--- src/rtl/serial_alu.sv ---
// serial_alu: bit-serial (slice-serial) ALU. One SLICE-bit datapath is reused
// for N = WIDTH/SLICE cycles, LSB slice first, with the slice carry forwarded
// between cycles. Result and flags update only on the transition into DONE.
module serial_alu #(
    parameter int WIDTH = 32,
    parameter int SLICE = 4
) (
    input  logic             clk,
    input  logic             rst,
    input  logic             start,
    input  logic [3:0]       op,
    input  logic [WIDTH-1:0] a,
    input  logic [WIDTH-1:0] b,
    output logic             busy,
    output logic             done,
    output logic [WIDTH-1:0] result,
    output logic             zero,
    output logic             carry,
    output logic             overflow
);

    localparam int N     = WIDTH / SLICE;
    localparam int IDX_W = (N > 1) ? $clog2(N) : 1;

    localparam logic [3:0] OP_AND = 4'd0;
    localparam logic [3:0] OP_OR  = 4'd1;
    localparam logic [3:0] OP_ADD = 4'd2;
    localparam logic [3:0] OP_SUB = 4'd6;
    localparam logic [3:0] OP_SLT = 4'd7;
    localparam logic [3:0] OP_NOR = 4'd12;

    typedef enum logic [1:0] {IDLE, RUN, DONE} state_t;

    state_t             state, state_next;
    logic [3:0]         op_q;
    logic [WIDTH-1:0]   a_q, b_q, acc;
    logic [IDX_W-1:0]   idx;
    logic               cin;

    logic               accept, last, is_sub;
    logic [SLICE-1:0]   a_s, b_s, slice_res;
    logic [SLICE:0]     sum;
    logic               cout, c_msb;
    logic [WIDTH-1:0]   acc_next, res_final;
    logic               carry_final, ovf_final, sub_ovf;

    // A start is honoured only outside RUN; rst priority is applied in the registers.
    assign accept = start && (state != RUN);
    assign last   = (idx == IDX_W'(N - 1));
    assign is_sub = (op == OP_SUB) || (op == OP_SLT);

    // State register.
    always_ff @(posedge clk) begin
        // NOTE: sequential state uses non-blocking assignments so every register samples pre-edge values.
        if (rst) state <= IDLE;
        else     state <= state_next;
    end

    // Next-state logic.
    always_comb begin
        // NOTE: default assignment first so no path leaves state_next unassigned (no latch).
        state_next = state;
        case (state)
            IDLE:    if (start) state_next = RUN;
            RUN:     if (last)  state_next = DONE;
            DONE:    state_next = start ? RUN : IDLE;
            default: state_next = IDLE;
        endcase
    end

    // Outputs decoded from state.
    always_comb begin
        busy = (state == RUN);
        done = (state == DONE);
    end

    // Single-slice datapath: low slice of the shifting operand registers.
    always_comb begin
        a_s      = a_q[SLICE-1:0];
        b_s      = b_q[SLICE-1:0];
        sum      = {1'b0, a_s} + {1'b0, b_s} + (SLICE+1)'(cin);
        cout     = sum[SLICE];
        // Carry into the slice MSB, recovered from the sum bit.
        c_msb    = a_s[SLICE-1] ^ b_s[SLICE-1] ^ sum[SLICE-1];
        case (op_q)
            OP_AND:                 slice_res = a_s & b_s;
            OP_OR:                  slice_res = a_s | b_s;
            OP_NOR:                 slice_res = ~(a_s | b_s);
            OP_ADD, OP_SUB, OP_SLT: slice_res = sum[SLICE-1:0];
            default:                slice_res = '0;
        endcase
        // New slice enters at the top; after N shifts acc holds the full word.
        acc_next = (acc >> SLICE) | (WIDTH'(slice_res) << (WIDTH - SLICE));
    end

    // Final result and flags, meaningful on the last slice only.
    always_comb begin
        res_final   = '0;
        carry_final = 1'b0;
        ovf_final   = 1'b0;
        sub_ovf     = c_msb ^ cout;
        case (op_q)
            OP_AND, OP_OR, OP_NOR: res_final = acc_next;
            OP_ADD, OP_SUB: begin
                res_final   = acc_next;
                carry_final = cout;
                ovf_final   = sub_ovf;
            end
            OP_SLT:  res_final = WIDTH'(acc_next[WIDTH-1] ^ sub_ovf);
            default: res_final = '0;
        endcase
    end

    // Operand latching, slice stepping and result capture.
    always_ff @(posedge clk) begin
        if (rst) begin
            op_q     <= '0;
            a_q      <= '0;
            b_q      <= '0;
            acc      <= '0;
            idx      <= '0;
            cin      <= 1'b0;
            result   <= '0;
            zero     <= 1'b0;
            carry    <= 1'b0;
            overflow <= 1'b0;
        end else if (accept) begin
            op_q <= op;
            a_q  <= a;
            b_q  <= is_sub ? ~b : b;
            acc  <= '0;
            idx  <= '0;
            cin  <= is_sub;
        end else if (state == RUN) begin
            a_q <= a_q >> SLICE;
            b_q <= b_q >> SLICE;
            acc <= acc_next;
            cin <= cout;
            idx <= idx + IDX_W'(1);
            if (last) begin
                result   <= res_final;
                zero     <= (res_final == '0);
                carry    <= carry_final;
                overflow <= ovf_final;
            end
        end
    end

endmodule
--- config.mk ---
export PLATFORM = sky130hd
export DESIGN_NAME = serial_alu
export DESIGN_NICKNAME = d
export VERILOG_FILES = /design/src/rtl/serial_alu.sv
export SDC_FILE = /design/constraint.sdc
export NUM_CORES = 1
export LEC_CHECK = 0
export ABC_CLOCK_PERIOD_IN_PS = 4200
export BUFFER_PORTS_ARGS = -buffer_cell sky130_fd_sc_hd__buf_2
export CAP_MARGIN = 25
export CORE_UTILIZATION = 53
export DETAILED_ROUTE_END_ITERATION = 7
export PLACE_DENSITY_LB_ADDON = 0.3
export SLEW_MARGIN = 20
export SYNTH_ARGS = -nofsm -noshare
export SYNTH_HDL_FRONTEND = slang
export SYNTH_SLANG_ARGS = --single-unit
--- constraint.sdc ---
create_clock -name clk -period 4.2 [get_ports clk]
set_input_delay 0.63 -clock clk [delete_from_list [all_inputs] [get_ports clk]]
set_output_delay 0.63 -clock clk [all_outputs]
set_load 0.02 [all_outputs]
---- Word level (Yosys, flattened, before mapping) ----
Cells that the tools add are included.
Widths: inputs -> output; s select.
storage, ports and cells
  bits in registers ....................... 141
  input port bits ......................... 71
  logic and storage cells ................. 64
operators by class
  add/subtract/negate cells ............... 3
  equality and inequality tests ........... 13
  muxes and demuxes ....................... 15
  bitwise logic cells ..................... 10
  reductions and logical operators ........ 12
operators with widths
  operator             number
  $mux 32              5
  $pmux 32 s2          1
  $logic_not 32->1     1
  $not 32->32          1
  $or 28x32->32        1
  $eq 4x3->1 const B   4
  $pmux 4 s4           1
  $pmux 2 s3           1
  $add 4x4->5          1
  $add 5x1->5          1
  $mux 1               5
  $reduce_or 5->1      1
  $and 4x4->4          1
  $eq 4x1->1 const B   1
  $eq 4x2->1 const B   1
  $eq 4x4->1 const B   1
  $logic_not 4->1      1
  $mux 2               2
  $ne 2x1->1 const B   2
  $not 4->4            1
  $or 4x4->4           1
  $reduce_or 2->1      2
  $xor 1x1->1          4
  $add 3x1->3 const B  1
  other kinds (12)     12

---- Longest topological paths before layout ----
Gate-level depths: netlist of run 1.
  depth after elaboration ................. 7
  gate-level depth with buffers ........... 8
  mapped depth without buffers ............ 8

---- Worst setup path before layout of run 1 ----
OpenSTA, ideal clock, no wires.
  kind .................................... reg2reg
  start point ............................. register a_q[0]
  end point ............................... register zero
  library setup time ...................... 76 ps
  arrival time ............................ 2166 ps
  required time ........................... 4124 ps
  setup slack ............................. 1958 ps
  stages on the path, launching flop included .. 9
  period minus slack after synthesis ...... 2242 ps
  cell sequence ........................... dfxtp_1 fa_1 inv_1 fa_1 inv_1 a311oi_1 a22oi_1 or4b_1 o22ai_1
between the ends
  cells in the longest elaborated chain, start to end .. 7
  elaborated cells between the ends (all ways) .. 12
RTL lines
  element                                              line     source
  start, declared                                      36       logic [WIDTH-1:0] a_q, b_q, acc;
  start signal, assigned                               135      a_q <= a_q >> SLICE;
  $add 4x4->5                                          81       sum = {1'b0, a_s} + {1'b0, b_s} + (SLICE+1)'(cin);
  $add 5x1->5                                          81
  $pmux 4 s4 / $xor 1x1->1 (equally long branches)     85, 84
  $or 28x32->32 / $xor 1x1->1 (equally long branches)  93, 101
  $xor 1x1->1                                          109      OP_SLT: res_final = WIDTH'(acc_next[WIDTH-1] ^ sub_ovf);
  $pmux 32 s2 (*)                                      102      case (op_q)
  $logic_not 32->1 (*)                                 142      zero <= (res_final == '0);
  end signal, assigned                                 142
  end, declared                                        17       output logic zero,
Every way passes the cells marked *; elsewhere a longest branch is shown, timed or not.
A chain may end at the register's enable or synchronous reset.

---- Worst setup path in the final report of run 1 ----
Same ends and word-level chain as after synthesis.

==> results of run 1 <==
[layout by cell type (no fill, tap or decap), types with 3 or more instances in the layout]
cell	instances
clkbuf_16	17
o21ai_0	3
dfxtp_1	137
nor3_1	6
clkinvlp_4	6
mux2i_1	33
buf_2	105
inv_1	14
nand2_1	92
buf_4	6
o211ai_1	4
nor2b_1	5
nand3b_1	4
o21a_1	3
a21oi_1	96
nand3_1	36
a22oi_1	4
a211oi_1	62
nor4_1	6
xor2_1	33
ha_1	10
nand2b_1	4
clkinv_2	4
nor2_1	106
[Yosys cell counts, types with 2 or more instances]
master | number | area (um2)
nor4_1 | 6 | 37.5
nand2b_1 | 6 | 37.5
nand4_1 | 2 | 12.5
o21ai_0 | 3 | 15.0
o211ai_1 | 4 | 30.0
mux2i_1 | 33 | 330
nand3_1 | 36 | 180
nor3_1 | 6 | 30.0
a22oi_1 | 4 | 30.0
and3_1 | 2 | 12.5
inv_1 | 14 | 52.6
o22ai_1 | 2 | 12.5
a311oi_1 | 2 | 17.5
nor2_1 | 106 | 398
buf_1 | 7 | 26.3
fa_1 | 2 | 40.0
nor2b_1 | 5 | 31.3
nor3b_1 | 2 | 15.0
dfxtp_1 | 137 | 2740
or4_1 | 2 | 15.0
nand3b_1 | 4 | 30.0
or2_2 | 2 | 12.5
ha_1 | 10 | 125
nor4b_1 | 2 | 17.5
or4b_2 | 2 | 20.0
a21oi_1 | 96 | 480
xor2_1 | 33 | 289
buf_2 | 12 | 60.1
xnor2_1 | 2 | 17.5
clkbuf_1 | 47 | 176
nand2_1 | 92 | 345
o21a_1 | 3 | 22.5
a211oi_1 | 62 | 465
or4b_1 | 2 | 20.0
[layer usage]
layer	track usage [%]	part of all wire (%)	wire length [um]
met3	7.17	5.9	830
met5	0	0.093	13
met2	40.6	49	6830
met1	28.5	43	6030
met4	10.2	2.1	289
[kinds of logic (layout without fill, tap and decap cells)]
family | after synthesis | after routing | synth area share [%]
buffers and inverters | 82 | 159 | 5.33
other | 0 | 1 | 0
AO/OA/AOI/OAI | 180 | 180 | 17.8
flip-flops | 137 | 137 | 44.1
multiplexers | 33 | 33 | 5.31
adder cells (fa/ha/maj) | 12 | 12 | 2.66
AND/OR/NAND/NOR | 280 | 280 | 19.9
XOR/XNOR | 35 | 35 | 4.93
[how the worst min path moves through the flow]
| stage | to | cells past startpoint |
|---|---|---|
| 2_1_floorplan | idx[1] | 2 |
| 3_3_place_gp | result[29] | 2 |
| 3_5_place_dp | result[16] | 2 |
| 4_1_cts | a_q[31] | 3 |
| 5_1_grt | a_q[30] | 3 |
| 6_report | a_q[31] | 3 |
[worst max-delay path, delay by kind of cell, from the launching register on]
| family | cells | cell delay [ns] |
|---|---|---|
| adders and majority gates | 2 | 0.77 |
| AOI/OAI and AO/OA | 3 | 0.62 |
| and+or+nand+nor | 1 | 0.57 |
| DFF | 1 | 0.47 |
| buffers and inverters | 2 | 0.11 |
[layout make-up]
class | instances | area (um2) | share of cell area, %
Clock buffer | 18 | 439 | 6.02
Tap cell | 143 | 179 | 2.45
Multi-Input combinational cell | 540 | 3160 | 43.2
Clock inverter | 14 | 125 | 1.71
Antenna cell | 1 | 2.50 | 0.0343
Sequential cell | 137 | 2740 | 37.6
Inverter | 15 | 57.6 | 0.788
Timing Repair Buffer | 112 | 598 | 8.19
[power by group through the flow]
stage / sequential [mW] / combinational [mW] / clock, mW
2_1_floorplan: 1.41 / 0.272 / 0
3_3_place_gp: 1.43 / 0.334 / 0
3_5_place_dp: 1.43 / 0.345 / 0
4_1_cts: 1.41 / 0.348 / 1.42
5_1_grt: 1.41 / 0.393 / 1.48
6_report: 1.41 / 0.349 / 1.42
[state kept, by name, summed over array words and instances, names as in the netlist, 2 cells and up]
| name | flops |
|---|---|
| idx | 3 |
| state | 2 |
| op_q | 4 |
| acc | 28 |
| result | 32 |
| a_q | 32 |
| b_q | 32 |
[per-stage QoR]
step	utilization (%)	power, mW	setup slack, ns
6_report	63.9	3.17	1.60
4_1_cts	63.6	3.17	1.51
2_1_floorplan	-	1.69	1.96
3_3_place_gp	58.7	1.76	1.57
3_5_place_dp	58.7	1.78	1.50
5_1_grt	63.9	3.28	1.53
==> impl_metrics.ini, run 1 <==
[cells_and_area]
nFillCells = 1011
fin_area_um2 = 7300
drive_gt1_share_pct = 18.3
nNetsFinal = 906
area_growth_pct = 17.4
fin_cells = 980

[global_routing]
grt_overflow_total = 0
grt_max_degree = 102
antenna_found_initial = 1
grt_first_pass_wirelength_um = 22800
grt_pass1_vias = 4981
globalRouteTotalUtil_pct = 24.1

[die]
die_h_um = 110
start_util_pct = 54.5
num_rows = 39
core-area_um2 = 11400
die_x_um = 110
dieArea_um2 = 12200
ios = 108

[sta]
holdWs_ns = 0.445
min_period_ns = 2.60
max_slew_margin_pct = 32.0
hold_viol_final = 0
finClkSkew_ns = 0.00565
fin_setup_tns_ns = 0
worstMarginPinSlew_ns = 1.02
rsz0062_at_grt = no
drv_slew = 0
setup_viol = 0
timing.fmax_mhz = 384
fin_crit_sh_pct = 61.9

[cts]
cts-root-buf = clkbuf_16
clock_sinks = 137
cts_tree = done
cts_setup_buffers = 0
htreeDepth = 4
cts_buffer_depth = 2
numCtsBuffers = 17
cts_hold_buf = 0
insertion_delay_ns = 0.42
path_clk_slew_ns = 0.06
post_cts_resized = 0

[outcome]
outcome = finished, final reports clean

[routing]
ant_nets = 0
firstDrtPassIters = 5
drtIter0Drc = 303
vias = 5462
vias_per_cell = 5.57
wirelength_um = 14000
drcViolationCount = 0
wl_per_cell_um = 14.3

[logic_synthesis]
syn_inst = 759
synth_ff_type = dfxtp_1
synthArstFlopShare_pct = 0
syn_area_um2 = 6220
yosys_warnings = 0
ys_ff_latch = 137
synth_edf_count = 0
avgSynthCellArea_um2 = 8.19
yosysSeqAreaShare_pct = 44.1
synth_nets = 842
synth.distinct_cells = 43

[critical_path]
cp_slowest_stage_delay_ns = 0.57
crit_type = reg2reg
r2r-end = zero
startpoint_type = flop
cp_cell_sequence = fa_1 > inv_1 > fa_1 > inv_1 > a311oi_1 > a22oi_1 > or4b_1 > o22ai_1
ff2ff_path_depth = 8
crit_start = a_q[0]
r2r_slack_ns = 1.60
critPathArrivalTime_ns = 2.95
crit_path_end_kind = flop
crit_fanout = 4
slowest_stage = or4b_1
endpoint = zero
critPathRequiredTime_ns = 4.55
crit-reg2reg-launch = a_q[0]

[pwr]
power_density_nw_per_um2 = 434
swShare_pct = 26.5
clock_power_share_pct = 44.7
vdd_ir_drop_max_mv = 0.385
power_switching_mw = 0.839
p_comb_share_pct = 11.0
internal-power_mw = 2.33
power_leakage_nw = 2.97
sequentialPowerShare_pct = 44.3

[run]
drv_cap = 0

[worst_hold_path]
min_path_type = in2reg
min-delay-start = a[31]

[place]
place_congestion = 0.847
port-buffer-count = 107
dp.cells = 946
hpwlAfterDp_um = 9130
place_area_um2 = 6700
Power figures use the tool's default switching activity.
==> run 2: changes to the inputs <==
--- a/config.mk
+++ b/config.mk
@@ -5,7 +5,8 @@
 export SDC_FILE = /design/constraint.sdc
 export NUM_CORES = 1
 export LEC_CHECK = 0
-export ABC_CLOCK_PERIOD_IN_PS = 4200
+export ABC_AREA = 1
+export ABC_CLOCK_PERIOD_IN_PS = 2500
 export BUFFER_PORTS_ARGS = -buffer_cell sky130_fd_sc_hd__buf_2
 export CAP_MARGIN = 25
 export CORE_UTILIZATION = 53
==> constraint.sdc (replaced) <==
create_clock -name clk -period 2.5 [get_ports clk]
set_input_delay 0.375 -clock clk [delete_from_list [all_inputs] [get_ports clk]]
set_output_delay 0.375 -clock clk [all_outputs]
set_load 0.02 [all_outputs]
==> run 2 against run 1 <==
Compared with the run above: the run now ends with design-rule violations left; clock power up 67%; wire length rose by 7.0%; total power grew 66%; setup slack lost 1.4 ns.
==> impl_metrics.ini, run 2 <==
[global_routing]
antenna_found_initial = 0
grt_first_pass_wirelength_um = 25300
grt_max_degree = 68
grt_overflow_total = 0
grt_pass1_vias = 5418
globalRouteTotalUtil_pct = 25.3

[routing]
wl_per_cell_um = 13.3
ant_nets = 0
wirelength_um = 15000
vias = 5866
drtIter0Drc = 437
firstDrtPassIters = 7
vias_per_cell = 5.21
drcViolationCount = 8

[cells_and_area]
drive_gt1_share_pct = 20.3
reg_top3 = a_q (32), b_q (32), result (32)
nNetsFinal = 1053
area_growth_pct = 18.3
n_antenna_cell = 0
nFillCells = 1024
mostFrequentLayoutCell = nand2_1
fin_cells = 1126
layout_common_cells = nand2_1 (270), dfxtp_1 (137), buf_2 (107)
fin_area_um2 = 7490

[critical_path]
crit_type = reg2out
critPathArrivalTime_ns = 1.92
critPathRequiredTime_ns = 2.12
crit_fanout = 67
startpoint_type = flop
crit_path_end_kind = output port

[logic_synthesis]
syn_inst = 888
synthArstFlopShare_pct = 0
ys_top_cells_by_area = dfxtp_1 (43%), nand2_1 (16%), a21oi_1 (6.0%), inv_1 (5.0%), o21ai_0 (4.0%)
yosysSeqAreaShare_pct = 43.3
syn_area_um2 = 6330
yosysTopAreaCell = dfxtp_1
synth_ff_type = dfxtp_1
synth.distinct_cells = 32
synth_nets = 971
synth_edf_count = 0
avgSynthCellArea_um2 = 7.13
yosys_warnings = 0
synth_most_common_cell = nand2_1
synth_top_area_share_pct = 43.3
ys_ff_latch = 137
yosys-top-cells-count = nand2_1 (270), dfxtp_1 (137), inv_1 (84)

[cts]
post_cts_resized = 0
clock_sinks = 137
insertion_delay_ns = 0.42
cts_setup_buffers = 0
numCtsBuffers = 17
cts_buffer_depth = 2
cts_tree = done
cts_hold_buf = 0
path_clk_slew_ns = 0.06
cts-root-buf = clkbuf_16
htreeDepth = 4

[pwr]
vdd_ir_drop_max_mv = 0.396
power_leakage_nw = 3.32
finalPower_mw = 5.27
power_density_nw_per_um2 = 703

[die]
ios = 108
die_x_um = 111
core-area_um2 = 11500
num_rows = 39
dieArea_um2 = 12400
die_h_um = 111
start_util_pct = 55.0

[sta]
finClkSkew_ns = 0.00892
max_slew_margin_pct = 54.0
drv_slew = 0
timing.fmax_mhz = 436
fin_setup_tns_ns = 0
worstMarginPinSlew_ns = 0.690
fin_crit_sh_pct = 91.7
hold_viol_final = 0
rsz0062_at_grt = no
setup_viol = 0
min_period_ns = 2.29

[place]
place_area_um2 = 6920
port-buffer-count = 107
hpwlAfterDp_um = 9730
dp.cells = 1094
place_congestion = 0.869

[outcome]
failed_checks = design-rule violations
outcome = finished, violations left

[worst_hold_path]
min_path_type = in2reg

[run]
drv_cap = 0
==> run 2: cell count changes in the layout (fill, tap and decap cells not counted), moves of 6 or more <==
cell / change
o21ai_0: +48
a31oi_1: +28
a21oi_1: -20
mux2i_1: -33
nand3_1: +13
inv_1: +70
or2_2: +27
o221ai_1: +23
nor4_1: -6
xor2_1: -32
nor2_1: -74
a211oi_1: -62
nand2_1: +178
==> run 2: cells by family (layout without fill, tap and decap cells) <==
kind of cell             count (synthesis)  count (layout)  share of synthesized area (%)
adder cells (fa/ha/maj)                 12              12                           2.61
flip-flops                             137             137                           43.3
AND/OR/NAND/NOR                        395             395                           26.2
buffers and inverters                  145             240                           9.39
XOR/XNOR                                 1               1                          0.138
AO/OA/AOI/OAI                          198             198                           18.3
==> run 2: critical path, stage by stage, from the launching register on <==
cell	delay [ns]
dfxtp_1	0.35
nand2_1	0.14
inv_2	0.14
buf_4	0.58
buf_2	0.29
==> run 2: area by class of cell <==
type,instances,area [um2],area share (%)
repair buffers,119,651,8.69
clock buffers,18,439,5.87
well taps,143,179,2.39
multi-input cells,606,3020,40.3
flip-flops and latches,137,2740,36.6
clock inverters,14,125,1.67
inverters,89,334,4.46
==> run 2: metrics by stage <==
stage | hold WS (ns) | setup WS [ns] | util, %
5_1_grt | 0.217 | 0.0779 | 65.0
2_1_floorplan | 0.440 | 0.587 | -
6_report | 0.205 | 0.208 | 65.0
3_3_place_gp | 0.449 | 0.477 | 60.1
4_1_cts | 0.195 | 0.191 | 65.0
3_5_place_dp | 0.455 | 0.408 | 60.1
==> run 2: worst paths after layout <==
path         startpoint         to  slack, ns  cells after the start
min reg2reg     a_q[30]    a_q[30]       0.46                      2
max reg2reg      b_q[0]  result[0]       0.37                     15
max            state[0]       busy       0.21                      4
min               op[2]    op_q[2]       0.20                      3
==> run 2: report_power, final <==
| group | leakage [nW] | internal, mW | switching (mW) |
|---|---|---|---|
| sequential | 1.12 | 2.27 | 0.0447 |
| combinational | 1.93 | 0.206 | 0.373 |
| clock | 0.272 | 1.39 | 0.981 |
==> run 2: routing by layer <==
metal / up-vias / track usage [%] / wire [um]
met5: - / 0 / 0
met4: 0 / 7.39 / 150
met2: 150 / 39.8 / 6640
li1: 3056 / - / -
met3: 16 / 7.22 / 921
met1: 2644 / 33.6 / 7270
